File: config.mk
export PLATFORM = sky130hd
export DESIGN_NAME = pong_ball_engine_flat
export DESIGN_NICKNAME = d
export VERILOG_FILES = /design/src/rtl/pong_pkg.sv /design/src/rtl/pong_ball_engine_if.sv /design/src/rtl/pong_collide.sv /design/src/rtl/pong_ball_engine.sv /design/src/flat_wrapper.sv
export SDC_FILE = /design/constraint.sdc
export NUM_CORES = 1
export LEC_CHECK = 0
export ABC_AREA = 0
export CORE_MARGIN = 5
export CORE_UTILIZATION = 50
export DETAILED_ROUTE_END_ITERATION = 12
export PLACE_DENSITY = 0.79
export RECOVER_POWER = 100
export SLEW_MARGIN = 5
export SYNTH_ARGS = -nofsm -noshare
export SYNTH_HDL_FRONTEND = slang
export SYNTH_SLANG_ARGS = --single-unit
File: constraint.sdc
create_clock -name clk -period 4.3 [get_ports clk]
set_clock_uncertainty 0.15 [all_clocks]
set_input_delay 1.29 -clock clk [delete_from_list [all_inputs] [get_ports clk]]
set_output_delay 1.29 -clock clk [all_outputs]
set_load 0.03 [all_outputs]
File: src/rtl/pong_pkg.sv
// rtl/pong_pkg.sv - shared state encodings, playfield geometry and score helper for the pong engine
package pong_pkg;

    typedef enum logic [1:0] {
        QI      = 2'b00,
        QGAME_1 = 2'b01,
        QGAME_2 = 2'b10,
        QDONE   = 2'b11
    } state_t;

    localparam int SCREEN_W    = 640;
    localparam int SCREEN_H    = 480;
    localparam int BALL_SIZE   = 10;
    localparam int PADDLE_W    = 10;
    localparam int PADDLE_H    = 50;
    localparam int P1_X        = 20;
    localparam int P2_X        = 620;
    localparam int SPEED       = 2;
    localparam int WIN_SCORE   = 10;
    localparam int PAUSE_TICKS = 60;

    localparam logic [10:0] CENTRE_X = 11'((SCREEN_W - BALL_SIZE) / 2);
    localparam logic [9:0]  CENTRE_Y = 10'((SCREEN_H - BALL_SIZE) / 2);

    function automatic logic [3:0] sat_inc(input logic [3:0] s);
        return (s >= 4'(WIN_SCORE)) ? s : s + 4'd1;
    endfunction

endpackage

File: src/rtl/pong_ball_engine_if.sv
// rtl/pong_ball_engine_if.sv - controls in, ball/score/state out between game logic and its neighbours
interface pong_ball_engine_if;
    logic        tick;
    logic        start;
    logic [9:0]  paddle1_y;
    logic [9:0]  paddle2_y;
    logic [10:0] ball_x;
    logic [9:0]  ball_y;
    logic [3:0]  p1_score;
    logic [3:0]  p2_score;
    logic [1:0]  state;

    modport master (
        output tick, start, paddle1_y, paddle2_y,
        input  ball_x, ball_y, p1_score, p2_score, state
    );

    modport slave (
        input  tick, start, paddle1_y, paddle2_y,
        output ball_x, ball_y, p1_score, p2_score, state
    );
endinterface

File: src/rtl/pong_collide.sv
// rtl/pong_collide.sv - combinational next ball position with wall/paddle bounces and miss detection
module pong_collide
    import pong_pkg::*;
(
    input  logic [10:0] x,
    input  logic [9:0]  y,
    input  logic        dx,
    input  logic        dy,
    input  logic [2:0]  speed,
    input  logic [9:0]  paddle1_y,
    input  logic [9:0]  paddle2_y,
    output logic [10:0] next_x,
    output logic [9:0]  next_y,
    output logic        next_dx,
    output logic        next_dy,
    output logic        miss_left,
    output logic        miss_right
);
    // dx=1 means moving right, dy=1 means moving down
    localparam logic signed [11:0] W      = 12'(SCREEN_W);
    localparam logic signed [11:0] H      = 12'(SCREEN_H);
    localparam logic signed [11:0] BALL   = 12'(BALL_SIZE);
    localparam logic signed [11:0] PH     = 12'(PADDLE_H);
    localparam logic signed [11:0] L_FACE = 12'(P1_X + PADDLE_W);
    localparam logic signed [11:0] R_FACE = 12'(P2_X - BALL_SIZE);

    logic signed [11:0] sx, sy, sp, p1, p2, nx, ny;
    logic               overlap1, overlap2;

    always_comb begin
        sx         = $signed({1'b0, x});
        sy         = $signed({2'b00, y});
        sp         = $signed({9'd0, speed});
        p1         = $signed({2'b00, paddle1_y});
        p2         = $signed({2'b00, paddle2_y});
        nx         = sx;
        ny         = sy;
        next_dx    = dx;
        next_dy    = dy;
        miss_left  = 1'b0;
        miss_right = 1'b0;
        overlap1   = (sy + BALL > p1) && (sy < p1 + PH);
        overlap2   = (sy + BALL > p2) && (sy < p2 + PH);

        if (dy) begin
            if (sy + sp + BALL >= H) begin
                ny      = H - BALL;
                next_dy = 1'b0;
            end else begin
                ny = sy + sp;
            end
        end else begin
            if (sy < sp) begin
                ny      = '0;
                next_dy = 1'b1;
            end else begin
                ny = sy - sp;
            end
        end

        if (!dx) begin
            if (sx >= L_FACE && sx - sp <= L_FACE && overlap1) begin
                nx      = L_FACE;
                next_dx = 1'b1;
            end else if (sx < sp) begin
                miss_left = 1'b1;
            end else begin
                nx = sx - sp;
            end
        end else begin
            if (sx <= R_FACE && sx + sp >= R_FACE && overlap2) begin
                nx      = R_FACE;
                next_dx = 1'b0;
            end else if (sx + BALL + sp > W) begin
                miss_right = 1'b1;
            end else begin
                nx = sx + sp;
            end
        end

        next_x = nx[10:0];
        next_y = ny[9:0];
    end
endmodule

File: src/rtl/pong_ball_engine.sv
// rtl/pong_ball_engine.sv - ball motion, scoring and game FSM; PONG_SPEEDUP_EN enables per-hit ball speedup
module pong_ball_engine
    import pong_pkg::*;
(
    input  logic             clk,
    input  logic             reset,
    pong_ball_engine_if.slave bus
);
    state_t      state_q, state_d;
    logic [10:0] x_q, x_d, next_x;
    logic [9:0]  y_q, y_d, next_y;
    logic        dx_q, dx_d, dy_q, dy_d, next_dx, next_dy;
    logic [3:0]  p1_q, p1_d, p2_q, p2_d;
    logic [5:0]  pause_q, pause_d;
    logic        start_q, start_rise, miss_left, miss_right;
    logic [2:0]  speed;

`ifdef PONG_SPEEDUP_EN
    logic [2:0]  speed_q, speed_d;
    assign speed = speed_q;
`else
    assign speed = 3'(SPEED);
`endif

    assign start_rise = bus.start & ~start_q;

    pong_collide u_collide (
        .x          (x_q),
        .y          (y_q),
        .dx         (dx_q),
        .dy         (dy_q),
        .speed      (speed),
        .paddle1_y  (bus.paddle1_y),
        .paddle2_y  (bus.paddle2_y),
        .next_x     (next_x),
        .next_y     (next_y),
        .next_dx    (next_dx),
        .next_dy    (next_dy),
        .miss_left  (miss_left),
        .miss_right (miss_right)
    );

    always_comb begin
        state_d = state_q;
        x_d     = x_q;
        y_d     = y_q;
        dx_d    = dx_q;
        dy_d    = dy_q;
        p1_d    = p1_q;
        p2_d    = p2_q;
        pause_d = pause_q;
`ifdef PONG_SPEEDUP_EN
        speed_d = speed_q;
`endif
        case (state_q)
            QI: begin
                x_d = CENTRE_X;
                y_d = CENTRE_Y;
                if (start_rise) state_d = QGAME_1;
            end
            QGAME_1: if (bus.tick) begin
                // A miss freezes the ball; dx already points at the conceding side for the serve
                if (miss_left || miss_right) begin
                    if (miss_left) p2_d = sat_inc(p2_q);
                    else           p1_d = sat_inc(p1_q);
                    if ((miss_left ? p2_d : p1_d) == 4'(WIN_SCORE)) begin
                        state_d = QDONE;
                    end else begin
                        state_d = QGAME_2;
                        pause_d = '0;
                    end
                end else begin
                    x_d  = next_x;
                    y_d  = next_y;
                    dx_d = next_dx;
                    dy_d = next_dy;
`ifdef PONG_SPEEDUP_EN
                    if (next_dx != dx_q && speed_q < 3'(2 * SPEED)) speed_d = speed_q + 3'd1;
`endif
                end
            end
            QGAME_2: if (bus.tick) begin
                if (pause_q == 6'(PAUSE_TICKS - 1)) begin
                    x_d     = CENTRE_X;
                    y_d     = CENTRE_Y;
                    dy_d    = 1'b1;
                    pause_d = '0;
                    state_d = QGAME_1;
`ifdef PONG_SPEEDUP_EN
                    speed_d = 3'(SPEED);
`endif
                end else begin
                    pause_d = pause_q + 6'd1;
                end
            end
            QDONE: if (start_rise) begin
                p1_d    = '0;
                p2_d    = '0;
                x_d     = CENTRE_X;
                y_d     = CENTRE_Y;
                dx_d    = 1'b1;
                dy_d    = 1'b1;
                state_d = QI;
`ifdef PONG_SPEEDUP_EN
                speed_d = 3'(SPEED);
`endif
            end
            default: state_d = QI;
        endcase
    end

    always_ff @(posedge clk or negedge reset) begin
        if (!reset) begin
            state_q <= QI;
            x_q     <= CENTRE_X;
            y_q     <= CENTRE_Y;
            dx_q    <= 1'b1;
            dy_q    <= 1'b1;
            p1_q    <= '0;
            p2_q    <= '0;
            pause_q <= '0;
            start_q <= 1'b0;
`ifdef PONG_SPEEDUP_EN
            speed_q <= 3'(SPEED);
`endif
        end else begin
            state_q <= state_d;
            x_q     <= x_d;
            y_q     <= y_d;
            dx_q    <= dx_d;
            dy_q    <= dy_d;
            p1_q    <= p1_d;
            p2_q    <= p2_d;
            pause_q <= pause_d;
            start_q <= bus.start;
`ifdef PONG_SPEEDUP_EN
            speed_q <= speed_d;
`endif
        end
    end

    assign bus.ball_x   = x_q;
    assign bus.ball_y   = y_q;
    assign bus.p1_score = p1_q;
    assign bus.p2_score = p2_q;
    assign bus.state    = state_q;
endmodule
File: src/flat_wrapper.sv
// flat-port wrapper written by rule: the top's interface ports become plain ports
module pong_ball_engine_flat import pong_pkg::*;
  (clk, reset, bus_tick, bus_start, bus_paddle1_y, bus_paddle2_y, bus_ball_x, bus_ball_y, bus_p1_score, bus_p2_score, bus_state);
  pong_ball_engine_if bus_i ();
  input  logic clk;
  input  logic reset;
  input wire logic [$bits(bus_i.tick)-1:0] bus_tick;
  input wire logic [$bits(bus_i.start)-1:0] bus_start;
  input wire logic [$bits(bus_i.paddle1_y)-1:0] bus_paddle1_y;
  input wire logic [$bits(bus_i.paddle2_y)-1:0] bus_paddle2_y;
  output wire logic [$bits(bus_i.ball_x)-1:0] bus_ball_x;
  output wire logic [$bits(bus_i.ball_y)-1:0] bus_ball_y;
  output wire logic [$bits(bus_i.p1_score)-1:0] bus_p1_score;
  output wire logic [$bits(bus_i.p2_score)-1:0] bus_p2_score;
  output wire logic [$bits(bus_i.state)-1:0] bus_state;
  assign bus_i.tick = bus_tick;
  assign bus_i.start = bus_start;
  assign bus_i.paddle1_y = bus_paddle1_y;
  assign bus_i.paddle2_y = bus_paddle2_y;
  assign bus_ball_x = bus_i.ball_x;
  assign bus_ball_y = bus_i.ball_y;
  assign bus_p1_score = bus_i.p1_score;
  assign bus_p2_score = bus_i.p2_score;
  assign bus_state = bus_i.state;
  pong_ball_engine u_core (.clk(clk), .reset(reset), .bus(bus_i));
endmodule
==> impl_metrics.env, run 1 <==
export IMPL_pin_count=55
export IMPL_post_route_util_pct=59.65
export IMPL_final_antenna_net_count=0
export IMPL_finalHoldViolCount=0
export IMPL_wl_per_cell_um=17.37
export IMPL_critical_path_class="in -> reg"
export IMPL_critical_path_depth=13
export IMPL_critPathSlowestCell="clkdlybuf4s50_1"
export IMPL_r2r_end="u_core.bus.ball_x[3]$_DFFE_PN1P_"
export IMPL_ys_ff_latch=40
export IMPL_maxClockFrequency_mhz=246.8
export IMPL_layout_common_cells="60 x nand2_1, 56 x nor2_1, 52 x ha_1, 40 x inv_1, 37 x o21ai_0"
export IMPL_first_pass_iters=6
export IMPL_async_reset_ff_share_pct=100.0
export IMPL_postCtsSetupBuffers=0
export IMPL_vdd_drop_max_uv=256.4
export IMPL_syn_area_um2=4787
export IMPL_area_growth_pct=15.68
export IMPL_synth_warnings=0
export IMPL_post_dp_hpwl_um=10160
export IMPL_grt_met3_usage_pct=3.659
export IMPL_antenna_cells=0
export IMPL_status="finished, violations left"
export IMPL_layout_commonest_cell="nand2_1"
export IMPL_seq_area_frac_synth_pct=21.28
export IMPL_start_util_pct=51.56
export IMPL_synth_flop_cell="dfrtp_1"
export IMPL_setup_tns_ps=0
export IMPL_rrSetupSlack_ps=340
export IMPL_tightest_slew_ps=2279
export IMPL_max_stage_delay_ps=420
export IMPL_rsz0062_at_grt="false"
export IMPL_nets=739
export IMPL_crit_required_ps=4340
export IMPL_setup_worst_path_start="bus_paddle2_y[2]"
export IMPL_clockRootBuffer="clkbuf_8"
export IMPL_die_height_um=107.8
export IMPL_ctsHoldBuffers=0
export IMPL_hp_start="u_core.pause_q[0]$_DFFE_PN0P_"
export IMPL_crit_buf_inv=2
export IMPL_clk_latency_ps=300
export IMPL_core_area_um2=9284
export IMPL_rr_startpoint="u_core.bus.ball_y[1]$_DFFE_PN1P_"
export IMPL_port_buffers=54
export IMPL_rows=35
export IMPL_viasPerCell=6.279
export IMPL_clockBufferDepth=2
export IMPL_track_usage_pct=23.80
export IMPL_reg2regPathDepth=12
export IMPL_slew_violations=41
export IMPL_setup_viol=0
export IMPL_grt_overflow=0
export IMPL_dr_first_iter_drc_count=369
export IMPL_post_route_period_util_pct=94.23
export IMPL_drc_errors=0
export IMPL_holdCritPathClass="reg -> reg"
export IMPL_grt_pass1_wl_um=22930
export IMPL_leakagePower_nw=2.343
export IMPL_cp_start_kind="input port"
export IMPL_vias=4979
export IMPL_max_cap_violations=1
export IMPL_synth_nets=703
export IMPL_fillers=873
export IMPL_ys_types=79
export IMPL_drt_wl_total_um=13770
export IMPL_violations="capacitance limit, slew limit"
export IMPL_numCtsBuffers=5
export IMPL_cp_cell_sequence="clkdlybuf4s50_1, and3_1, or3_1, xnor2_1, ha_1, a211o_1, o2111ai_1, a21oi_2, o221ai_2, buf_4, a21oi_2, and3_1, a221o_1"
export IMPL_die_w_um=107.8
export IMPL_cts_resized=0
export IMPL_finalCriticalPeriod_ps=4052
export IMPL_total_power_w=0.003245
export IMPL_crit_fanout=3
export IMPL_cts_max_level=2
export IMPL_synth_edf_count=0
export IMPL_drive_gt1_share_pct=6.325
export IMPL_avgSynthCellArea_um2=7.635
export IMPL_use_met1_pct=30.81
export IMPL_crit_family="compound AO/OA/AOI/OAI gates"
export IMPL_place_congestion=0.8983
export IMPL_clk_pin_slew_ps=90
export IMPL_tritoncts="done"
export IMPL_powerDensity_nw_per_um2=585.9
export IMPL_die_area_um2=11630
export IMPL_cp_end_kind="flop"
export IMPL_grt_pass1_vias=4924
export IMPL_arrival_ps=4100
export IMPL_relSlewSlack_pct=-51.95
export IMPL_cp_endpoint="u_core.bus.ball_x[2]$_DFFE_PN0P_"
export IMPL_met2_usage_pct=40.59
export IMPL_clock_sinks=40
export IMPL_top_usage_layer="met2"
export IMPL_syn_inst=627
export IMPL_antenna_found_initial=0
export IMPL_grt_max_degree=41
## layer usage
metal / up-vias / part of all wire (%)
met2: 210 / 48
met4: 0 / 1.8
li1: 2393 / -
met5: - / 0
met1: 2349 / 44
met3: 27 / 6.2
## worst min-delay path by stage
stage                               endpoint  slack, ps  depth (start not counted)
2_1_floorplan  u_core.pause_q[0]$_DFFE_PN0P_        320                          1
3_3_place_gp   u_core.pause_q[0]$_DFFE_PN0P_        340                          1
3_5_place_dp   u_core.pause_q[0]$_DFFE_PN0P_        350                          1
4_1_cts        u_core.pause_q[0]$_DFFE_PN0P_        360                          1
5_1_grt        u_core.pause_q[1]$_DFFE_PN0P_        450                          2
6_report       u_core.pause_q[0]$_DFFE_PN0P_        380                          1
## stage by stage
step	cell area (um2)	hold slack, ps	cells	setup slack, ps
CTS	5562	361.4	793	207.9
global placement	5435	342.8	785	-44.50
floorplan	4787	323.7	627	516.7
finish	5538	380.8	793	248.3
detailed placement	5435	350.1	785	-102.4
global route	5538	451.8	793	61.80
## registers in the layout (all words and copies together) (netlist names)
signal	count
u_core.dy_q	1
u_core.pause_q	6
u_core.dx_q	1
u_core.bus.ball_x	11
u_core.bus.ball_y	10
u_core.bus.p1_score	4
u_core.bus.p2_score	4
u_core.start_q	1
u_core.bus.state	2
## cells by family (layout without fill, tap and decap cells)
family,count (synthesis),count (layout),synth area share (%)
multiplexers,4,4,0.8364
buffers and inverters,77,114,6.351
adder cells (fa/ha/maj),52,52,13.59
AO/OA/AOI/OAI,193,193,28.05
XOR/XNOR,30,30,5.489
AND/OR/NAND/NOR,231,231,24.41
flip-flops,40,40,21.28
## synth_stat cells (3+ instances only)
cell	n	area, um2
a211o_1	3	26.28
nor4_1	3	18.77
a221o_1	3	30.03
nor2_1	56	210.2
o211ai_1	5	37.54
a41oi_1	3	26.28
nor2b_1	8	50.05
inv_1	40	150.1
or3_1	6	37.54
xor2_1	7	61.31
a21o_1	5	37.54
o32ai_1	3	26.28
mux2i_1	4	40.04
and2_1	5	31.28
o41a_1	3	33.78
a22oi_1	6	45.04
nand4_1	10	62.56
nand2b_1	10	62.56
o21a_1	9	67.56
nor3_1	20	100.1
xnor2_1	23	201.4
and3_1	9	56.30
a211oi_1	8	60.06
dfrtp_1	26	650.6
dfstp_2	14	367.9
clkbuf_1	23	86.33
nand3b_1	6	45.04
a31oi_1	8	50.05
ha_1	52	650.6
buf_2	12	60.06
o21ai_0	33	165.2
a21oi_1	32	160.2
o22a_1	7	61.31
o21ai_1	11	55.05
nand2_1	60	225.2
o221ai_1	3	26.28
o31ai_1	17	127.6
o22ai_1	5	31.28
nand3_1	20	100.1
## worst reg2reg max path: stages, from the launching register on
cell	delay (ps)
dfstp_2	700
ha_1	500
o21ai_0	220
xnor2_1	260
ha_1	290
a2111oi_0	510
o21ai_0	160
o21ai_0	110
a21o_1	150
a21oi_1	90
a31o_1	290
o21a_1	210
a221o_1	260
## where the power goes
part	total, W	leakage [nW]	internal, W	switching (W)
Combinational	0.00203	1.78	0.000827	0.00120
Sequential	0.000865	0.495	0.000512	0.000353
Clock	0.000354	0.0645	0.000205	0.000149
## final cells by class
cell class	count	area (um2)	area share, %
inverter	41	153.9	2.779
multi-input combinational	510	3452	62.34
tap	129	161.4	2.915
sequential	40	1018	18.39
timing repair buffer	65	625.6	11.30
clock buffer	7	96.34	1.740
clock inverter	1	30.03	0.5423
Note: power is estimated with default switching activity, not from simulation.
==> inputs of run 2 (changes only) <==
--- a/config.mk
+++ b/config.mk
@@ -9,9 +9,10 @@
 export CORE_MARGIN = 5
 export CORE_UTILIZATION = 50
 export DETAILED_ROUTE_END_ITERATION = 12
-export PLACE_DENSITY = 0.79
+export PLACE_DENSITY = 0.78
 export RECOVER_POWER = 100
 export SLEW_MARGIN = 5
 export SYNTH_ARGS = -nofsm -noshare
 export SYNTH_HDL_FRONTEND = slang
+export SYNTH_HIERARCHICAL = 1
 export SYNTH_SLANG_ARGS = --single-unit
==> run 2 against run 1 <==
Compared with the run above:
- the run ends with capacitance limit, slew limit, setup timing left
- synthesized area is 29% higher
- critical path depth is 3 higher
- worst hold slack better by 79 ps
- die area is 26% higher
- sequential share of layout area is 5.2 points lower
- first-iteration DRC count is 41% higher
- clock power is 22% higher
- via count is 28% higher
- critical endpoint is now u_core/bus.ball_y[7]$_DFFE_PN1P_
- total power is 62% higher
==> impl_metrics.env, run 2 <==
export IMPL_antenna_found_initial=0
export IMPL_yosys_area_top_type_share_pct=13.59
export IMPL_seqPwrFrac_pct=16.1
export IMPL_largest_register_ffs=11
export IMPL_start_util_pct=51.15
export IMPL_grt_overflow=0
export IMPL_setup_worst_path_start="bus_paddle2_y[2]"
export IMPL_die_area_um2=14660
export IMPL_relSlewSlack_pct=-52.75
export IMPL_syn_inst=765
export IMPL_violations="capacitance limit, slew limit, setup timing"
export IMPL_avgSynthCellArea_um2=8.065
export IMPL_die_height_um=121.1
export IMPL_intPower_w=0.002656
export IMPL_status="finished, violations left"
export IMPL_synthTopCellsByArea="ha_1 14%, dfrtp_1 11%, dfstp_2 6.0%"
export IMPL_post_dp_cell_area_um2=7276
export IMPL_clk_latency_ps=290
export IMPL_first_pass_iters=6
export IMPL_cp_end_kind="flop"
export IMPL_synth_flop_cell="dfrtp_1"
export IMPL_postLayoutCellArea_um2=7716
export IMPL_core_area_um2=12060
export IMPL_ys_ff_latch=40
export IMPL_seq_area_frac_synth_pct=16.51
export IMPL_drive_gt1_share_pct=22.53
export IMPL_clock_power_share_pct=8.2
export IMPL_slew_violations=41
export IMPL_drc_errors=0
export IMPL_rsz0062_at_grt="true"
export IMPL_maxClockFrequency_mhz=230.7
export IMPL_port_buffers=54
export IMPL_max_cap_violations=1
export IMPL_drt_wl_total_um=17420
export IMPL_tritoncts="done"
export IMPL_grt_pass1_wl_um=28420
export IMPL_finalHoldViolCount=0
export IMPL_tightest_slew_ps=2291
export IMPL_clockRootBuffer="clkbuf_16"
export IMPL_post_dp_hpwl_um=12760
export IMPL_async_reset_ff_share_pct=100.0
export IMPL_vias=6357
export IMPL_critical_path_class="in -> reg"
export IMPL_multiInputGateArea_um2=4887
export IMPL_layout_commonest_cell="buf_4"
export IMPL_fin_ws_ps=-34.46
export IMPL_ys_types=97
export IMPL_final_antenna_net_count=0
export IMPL_rows=40
export IMPL_setup_tns_ps=-247.6
export IMPL_fillers=1016
export IMPL_reg2regPathDepth=15
export IMPL_power_combinational_fraction_pct=75.7
export IMPL_antenna_cells=0
export IMPL_place_congestion=0.9550
export IMPL_nets=974
export IMPL_finalCriticalPeriod_ps=4334
export IMPL_clockBufferDepth=2
export IMPL_grt_pass1_vias=6053
export IMPL_viasPerCell=6.072
export IMPL_syn_area_um2=6170
export IMPL_holdCritPathClass="reg -> reg"
export IMPL_die_w_um=121.1
export IMPL_post_route_period_util_pct=100.8
export IMPL_clk_pin_slew_ps=60
export IMPL_netlist_top_cell_by_area="ha_1"
export IMPL_synth_edf_count=0
export IMPL_wl_per_cell_um=16.64
export IMPL_powerDensity_nw_per_um2=682.2
export IMPL_rr_startpoint="u_core/bus.ball_y[1]$_DFFE_PN1P_"
export IMPL_power_share_switching_pct=49.54
export IMPL_pin_count=55
export IMPL_layout_common_cells="73 x buf_4, 62 x ha_1, 61 x inv_1, 52 x nor2_1, 45 x nand2_1"
export IMPL_cts_max_level=2
export IMPL_crit_required_ps=4360
export IMPL_yosys_top_cells_count="67 x ha_1, 65 x inv_1, 56 x nor2_1, 45 x nand2_1, 38 x a21oi_1"
export IMPL_area_growth_pct=25.07
export IMPL_ctsHoldBuffers=0
export IMPL_synth_warnings=6
export IMPL_clock_sinks=40
export IMPL_power_net_switching_w=0.002608
export IMPL_dr_first_iter_drc_count=522
export IMPL_vdd_drop_max_uv=365.7
export IMPL_cp_endpoint="u_core/bus.ball_y[7]$_DFFE_PN1P_"
export IMPL_rrSetupSlack_ps=120
export IMPL_regArea_um2=1018
export IMPL_crit_fanout=10
export IMPL_grt_max_degree=41
export IMPL_r2r_end="u_core/bus.ball_y[1]$_DFFE_PN1P_"
export IMPL_synth_most_common_cell="ha_1"
export IMPL_leakagePower_nw=3.422
export IMPL_track_usage_pct=23.06
export IMPL_cp_start_kind="input port"
export IMPL_numCtsBuffers=5
export IMPL_arrival_ps=4390
export IMPL_setup_viol=9
run 2: cells by family (layout without fill, tap and decap cells):
family	count (synthesis)	in the layout	share of synthesized area (%)
AND/OR/NAND/NOR	276	276	24.64
AO/OA/AOI/OAI	199	199	23.50
buffers and inverters	104	209	8.335
adder cells (fa/ha/maj)	72	72	15.21
XOR/XNOR	46	46	6.530
flip-flops	40	40	16.51
multiplexers	26	26	5.151
other	2	11	0.1217
run 2: metal layers:
layer | part of all wire, % | GRT usage (%) | wire [um] | up-vias
met4 | 2.2 | 5.524 | 375 | 0
met1 | 44 | 30.67 | 7612 | 3023
met5 | 0 | 0 | 0 | -
met3 | 8.0 | 3.403 | 1391 | 44
li1 | - | - | - | 3016
met2 | 46 | 39.28 | 8043 | 274
run 2: per-stage QoR:
stage                     cells  hold WS, ps  power (W)  setup slack (ps)  utilization [%]
after floorplan             774        328.1   0.003557            -131.9                -
after global placement     1027        424.1   0.004517            -652.3            60.32
after detailed placement   1027        438.2   0.004597            -716.9            60.32
after CTS                  1046        450.3   0.005143             7.706            62.86
after global routing       1047        496.0   0.005661            -134.9            63.97
final                      1047        459.4   0.005264            -34.46            63.97
run 2: how the worst min path moves through the flow:
stage / from / endpoint / slack [ps] / cells after the start
5_1_grt: u_core/dy_q$_DFFE_PN1P_ / u_core/dy_q$_DFFE_PN1P_ / 500 / 2
3_3_place_gp: u_core/dy_q$_DFFE_PN1P_ / u_core/dy_q$_DFFE_PN1P_ / 420 / 2
2_1_floorplan: u_core/dy_q$_DFFE_PN1P_ / u_core/dy_q$_DFFE_PN1P_ / 330 / 2
3_5_place_dp: u_core/dy_q$_DFFE_PN1P_ / u_core/dy_q$_DFFE_PN1P_ / 440 / 2
6_report: u_core/pause_q[1]$_DFFE_PN0P_ / u_core/pause_q[1]$_DFFE_PN0P_ / 460 / 2
4_1_cts: u_core/dy_q$_DFFE_PN1P_ / u_core/dy_q$_DFFE_PN1P_ / 450 / 2
run 2: power by group through the flow:
stage	Sequential [W]	Combinational [W]	Clock [W]
after global routing	0.000883	0.00433	0.000451
after floorplan	0.000914	0.00264	0
after CTS	0.000842	0.00386	0.000437
after detailed placement	0.000847	0.00375	0
final	0.000849	0.00398	0.000431
after global placement	0.000844	0.00367	0
run 2: layout make-up:
type | instances | area share [%]
Tap cell | 168 | 2.724
Sequential cell | 40 | 13.20
Clock inverter | 3 | 0.5513
Clock buffer | 5 | 1.622
Timing Repair Buffer | 135 | 15.32
Multi-Input combinational cell | 630 | 63.34
Inverter | 66 | 3.243
run 2: critical path, cell delays in order:
cell	delay [ps]
buf_8	100
and3_4	180
o31a_1	270
or2_4	260
ha_4	240
o211ai_1	80
a21oi_1	120
nor4_2	360
o221ai_2	160
a21oi_2	220
nor2b_2	70
or2_4	240
nand2_2	60
a21boi_4	220
buf_6	200
mux2_4	320
run 2: repair_timing:
| item | CTS | global route |
|---|---|---|
| pin swaps | 21 | 23 |
| resized for setup | 51 | 50 |
| endpoints found under the setup margin | 39 | 37 |
| buffers inserted | 11 | 2 |
| gates cloned | 1 | 0 |
